--- config.mk ---
export PLATFORM = sky130hd
export DESIGN_NAME = clkdiv_monitor
export DESIGN_NICKNAME = d
export VERILOG_FILES = /design/src/rtl/clkdiv_pkg.sv /design/src/rtl/clkdiv_sync_edge.sv /design/src/rtl/clkdiv_monitor.sv
export SDC_FILE = /design/constraint.sdc
export NUM_CORES = 1
export LEC_CHECK = 0
export BUFFER_PORTS_ARGS = -buffer_cell sky130_fd_sc_hd__clkbuf_2
export CORE_MARGIN = 5
export CORE_UTILIZATION = 32
export CTS_CLUSTER_SIZE = 12
export DETAILED_ROUTE_END_ITERATION = 8
export SYNTH_ARGS = -nofsm -noshare
export SYNTH_HDL_FRONTEND = slang
export SYNTH_SLANG_ARGS = --single-unit
--- constraint.sdc ---
create_clock -name clk -period 3.25 [get_ports clk]
set_clock_uncertainty 0.15 [all_clocks]
set_input_delay 0 -clock clk [delete_from_list [all_inputs] [get_ports clk]]
set_output_delay 0 -clock clk [all_outputs]
set_load 0.03 [all_outputs]
--- src/rtl/clkdiv_pkg.sv ---
// Shared types and defaults for the divided-clock monitor and the divider benches.
package clkdiv_pkg;

   typedef enum logic [1:0] {
      IDLE    = 2'd0,
      ARM     = 2'd1,
      MEASURE = 2'd2,
      DONE    = 2'd3
   } clkdiv_state_e;

   localparam int CLKDIV_CNT_W       = 16;
   localparam int CLKDIV_TIMEOUT     = 65535;
   localparam int CLKDIV_SYNC_STAGES = 2;

endpackage

--- src/rtl/clkdiv_sync_edge.sv ---
// Multi-flop synchronizer for an asynchronous level, followed by a history flop
// for single-cycle rise/fall strobes in the clk domain.
module clkdiv_sync_edge
   import clkdiv_pkg::*;
#(
   parameter int SYNC_STAGES = CLKDIV_SYNC_STAGES
) (
   input  logic clk,
   input  logic rstn,
   input  logic sig_in,
   output logic sync,
   output logic rise,
   output logic fall
);

   logic [SYNC_STAGES-1:0] sync_d, sync_q;
   logic                   hist_d, hist_q;

   always_comb begin
      sync_d = {sync_q[SYNC_STAGES-2:0], sig_in};
      hist_d = sync_q[SYNC_STAGES-1];
   end

   always_ff @(posedge clk or negedge rstn) begin
      if (!rstn) begin
         sync_q <= '0;
         hist_q <= 1'b0;
      end else begin
         sync_q <= sync_d;
         hist_q <= hist_d;
      end
   end

   assign sync = sync_q[SYNC_STAGES-1];
   assign rise = sync & ~hist_q;
   assign fall = ~sync & hist_q;

endmodule

--- src/rtl/clkdiv_monitor.sv ---
// Measures period and high time of a divided clock in clk cycles and returns
// the result over valid/ready; a missing edge ends the measurement with timeout.
module clkdiv_monitor
   import clkdiv_pkg::*;
#(
   parameter int CNT_W       = CLKDIV_CNT_W,
   parameter int TIMEOUT     = CLKDIV_TIMEOUT,
   parameter int SYNC_STAGES = CLKDIV_SYNC_STAGES
) (
   input  logic             clk,
   input  logic             rstn,
   input  logic             sig_in,
   input  logic             start,
   output logic             busy,
   output logic             meas_valid,
   input  logic             meas_ready,
   output logic [CNT_W-1:0] period,
   output logic [CNT_W-1:0] high_time,
   output logic             timeout
);

   localparam logic [CNT_W-1:0] TMO      = CNT_W'(TIMEOUT);
   localparam logic [CNT_W-1:0] TMO_LAST = CNT_W'(TIMEOUT - 1);
   localparam logic [CNT_W-1:0] ONE      = CNT_W'(1);

   clkdiv_state_e    state_d, state_q;
   logic [CNT_W-1:0] cnt_d, cnt_q;
   logic [CNT_W-1:0] period_d, period_q;
   logic [CNT_W-1:0] high_d, high_q;
   logic             timeout_d, timeout_q;
   logic             busy_d, busy_q;
   logic             valid_d, valid_q;
   logic             sig_rise, sig_fall;

   clkdiv_sync_edge #(
      .SYNC_STAGES(SYNC_STAGES)
   ) u_sync_edge (
      .clk    (clk),
      .rstn   (rstn),
      .sig_in (sig_in),
      .sync   (),
      .rise   (sig_rise),
      .fall   (sig_fall)
   );

   always_comb begin
      state_d   = state_q;
      cnt_d     = cnt_q;
      period_d  = period_q;
      high_d    = high_q;
      timeout_d = timeout_q;
      unique case (state_q)
         IDLE: begin
            if (start) begin
               state_d   = ARM;
               cnt_d     = '0;
               timeout_d = 1'b0;
            end
         end
         // ARM enters with cnt=0, so the wait has lasted TIMEOUT cycles once cnt hits TIMEOUT-1.
         ARM: begin
            if (sig_rise) begin
               state_d = MEASURE;
               cnt_d   = ONE;
            end else if (cnt_q == TMO_LAST) begin
               state_d   = DONE;
               timeout_d = 1'b1;
               period_d  = '0;
               high_d    = '0;
            end else begin
               cnt_d = cnt_q + ONE;
            end
         end
         MEASURE: begin
            cnt_d = cnt_q + ONE;
            if (sig_fall) high_d = cnt_q;
            if (sig_rise) begin
               period_d = cnt_q;
               state_d  = DONE;
            end else if (cnt_q == TMO) begin
               state_d   = DONE;
               timeout_d = 1'b1;
               period_d  = '0;
               high_d    = '0;
            end
         end
         DONE: begin
            if (meas_ready) state_d = IDLE;
         end
         default: state_d = IDLE;
      endcase
      busy_d  = (state_d != IDLE);
      valid_d = (state_d == DONE);
   end

   always_ff @(posedge clk or negedge rstn) begin
      if (!rstn) begin
         state_q   <= IDLE;
         cnt_q     <= '0;
         period_q  <= '0;
         high_q    <= '0;
         timeout_q <= 1'b0;
         busy_q    <= 1'b0;
         valid_q   <= 1'b0;
      end else begin
         state_q   <= state_d;
         cnt_q     <= cnt_d;
         period_q  <= period_d;
         high_q    <= high_d;
         timeout_q <= timeout_d;
         busy_q    <= busy_d;
         valid_q   <= valid_d;
      end
   end

   assign busy       = busy_q;
   assign meas_valid = valid_q;
   assign period     = period_q;
   assign high_time  = high_q;
   assign timeout    = timeout_q;

endmodule
==> results.txt <==
top_reg_cell synth -> dfrtp_1
core area -> 8090 µm²
pwr dens -> 704 nW/µm²
Worst Hold Path Cells -> 2
outcome -> complete, no violations
initial antenna violation count -> 0
NetSw -> 874 µW
Die H -> 100 µm
crit end category -> register
leading cell types in the layout, fill and taps excluded -> dfrtp_1 (56), clkbuf_2 (39), a22o_1 (32)
worst slack, placed -> 0.645 ns
Final period util -> 81.2%
Syn Inst Count -> 234
CP Data Required Time -> 3.30 ns
critical path class -> register to register
dpl hpwl -> 4300 µm
CP startpoint kind -> register
routed via count -> 2,038
die area -> 10,100 µm²
wire per inst -> 16.4 µm
vias in the first global route -> 2,069
CTS Buf Count -> 5
Reg clk slew, reported paths -> 0.10 ns
yosys warns -> 0
critical path peak fanout -> 16
CP arrival -> 2.69 ns
htree depth -> 2
Register-to-Register Path Depth -> 6
Max Cap Violations -> 0
IO Port Bufs -> 39
Worst R2R Start -> cnt_q[0]$_DFFE_PN0P_
Horiz. Die Dim -> 100 µm
I/O pins -> 40
asr flop ratio synth -> 100%
pin count of the biggest net entering global routing -> 42
number of vias per cell -> 5.36
Worst R2R End -> high_time[4]$_DFFE_PN0P_
Worst Tran Pin Value -> 1.03 ns
All-Layer GR Usage -> 13.0%
Initial DRT Pass Iterations -> 4
most common cell after layout, fill and taps aside -> dfrtp_1
FILL cells -> 847
sequential share of power -> 38.0%
HP Class -> input pin to register
Congestion Overflow GR -> 0
FP Rows -> 33
Area growth syn-to-layout -> 17.3%
Cell Int Power -> 1.29 mW
Post-synth EDFFs -> 0
synth unique cells -> 40
clk sink count -> 56
TNS Setup -> 0 ns
CTS tree -> done
clock latency on the worst-skew pair -> 0.31 ns
share of the yosys chip area belonging to registers -> 53.6%
Clock Root Buffer -> clkbuf_8
clock buffer depth -> 2
f_max -> 379 MHz
mapped cell area -> 2620 µm²
Initial Utilization -> 32.3%
first-pass GRT wire length -> 10,600 µm
reg-to-reg setup timing slack -> 0.61 ns
Nets -> 285
share of layout cells above drive strength 1 -> 22.5%
Max IR drop VDD -> 0.000250 V
antenna violation net count after detailed routing -> 0
RSZ-0062 raised after global routing -> no
final hold violation count -> 0
final period demand of the worst path -> 2.64 ns
P_leak -> 1.44 nW
hold_sp -> sig_in
DRT iter0 DRCs -> 139
Rel. slew slack -> 31.0%
routability cong. -> 0.891
Yosys reg bits -> 56
Clock power frac -> 22.3%
combinational share of power -> 39.7%
DRC Markers -> 0
final setup margin -> 0.611 ns
switching share of power -> 40.4%
syn nets -> 245
max-slew violations -> 0
postcts setup bufs -> 0
Hold Path Sink -> u_sync_edge.sync_q[0]$_DFF_PN0_
FF+latch area -> 1400 µm²
syn avg cell area -> 11.2 µm²
multi-input logic area -> 1100 µm²
final WL -> 6230 µm
n_diodes -> 0
setup violators final -> 0
[cells in the mapped netlist (all sizes together), types with 3 or more instances]
master  instances  area (µm²)
a21oi           7        35.0
a22o           32         280
and3            4        25.0
buf             7        41.3
clkbuf          7        26.3
dfrtp          56        1400
ha              6        75.1
inv            14        52.6
nand2           8        30.0
nand2b          3        18.8
nand3          10        55.1
nand4           5        52.6
nor2            9        33.8
nor3           10        50.1
o21ai          21         105
o31ai           5        37.5
o41ai           6        71.3
or4             4        30.0
[stage by stage]
step	area, µm²	power, mW	hold slack (ns)	utilization, %	cells
after global routing	3070	2.30	0.191	37.9	380
after detailed placement	2920	1.69	-0.0403	36.1	369
after global placement	2920	1.68	-0.0405	36.1	369
final	3070	2.16	0.180	37.9	380
after CTS	3070	2.18	0.175	37.9	380
after floorplan	2620	1.46	-0.446	-	234
[metal layers]
| layer | wire, µm | global-route usage [%] | vias up |
|---|---|---|---|
| li1 | - | - | 965 |
| met1 | 2900 | 17.8 | 1023 |
| met2 | 2940 | 21.0 | 41 |
| met3 | 300 | 2.71 | 9 |
| met4 | 82 | 3.63 | 0 |
| met5 | 0 | 0 | - |
[power groups by stage]
stage	Sequential (mW)	Clock, mW	Combinational (mW)
floorplan	0.905	0	0.557
global placement	0.833	0	0.845
detailed placement	0.835	0	0.855
CTS	0.821	0.499	0.860
global route	0.831	0.517	0.957
finish	0.821	0.482	0.858
[flip-flops by register name, summed over array words and instances, names as in the netlist]
| register | count |
|---|---|
| u_sync_edge.sync_q | 2 |
| busy | 1 |
| period | 16 |
| meas_valid | 1 |
| u_sync_edge.hist_q | 1 |
| timeout | 1 |
| high_time | 16 |
| cnt_q | 16 |
| state_q | 2 |
[what timing repair did]
item                                   in CTS  in global routing
resized for setup                           0                  0
hold buffers                                3                  0
endpoints found under the hold margin      45                  0
[cell type report]
type	instances	share of cell area (%)
Sequential cell	56	45.7
Multi-Input combinational cell	150	35.8
Timing Repair Buffer	47	8.56
Tap cell	105	4.28
Clock buffer	6	2.69
Inverter	14	1.71
Clock inverter	2	1.26
[worst max-delay path: stages (launching register included)]
cell and delay (ns):
dfrtp_1 0.46, ha_1 0.28, nand4_4 0.18, o41ai_4 0.53
nand2_1 0.11, a211o_1 0.54, a22o_1 0.28
[cell families (layout without fill, tap and decap cells)]
group	count (synthesis)	in the layout	synth area share (%)
compound gates	82	82	23.8
fa+ha+maj	6	6	2.87
buf+inv	28	69	4.59
flops	56	56	53.6
mux	2	2	0.956
simple gates	60	60	14.3
[worst max-delay path by stage]
stage	startpoint	to	depth (start not counted)
2_1_floorplan	cnt_q[0]$_DFFE_PN0P_	high_time[10]$_DFFE_PN0P_	7
3_3_place_gp	cnt_q[9]$_DFFE_PN0P_	high_time[10]$_DFFE_PN0P_	6
3_5_place_dp	cnt_q[0]$_DFFE_PN0P_	high_time[1]$_DFFE_PN0P_	6
4_1_cts	cnt_q[0]$_DFFE_PN0P_	high_time[4]$_DFFE_PN0P_	6
5_1_grt	cnt_q[0]$_DFFE_PN0P_	high_time[4]$_DFFE_PN0P_	6
6_report	cnt_q[0]$_DFFE_PN0P_	high_time[4]$_DFFE_PN0P_	6
(Power assumes the default switching activity.)
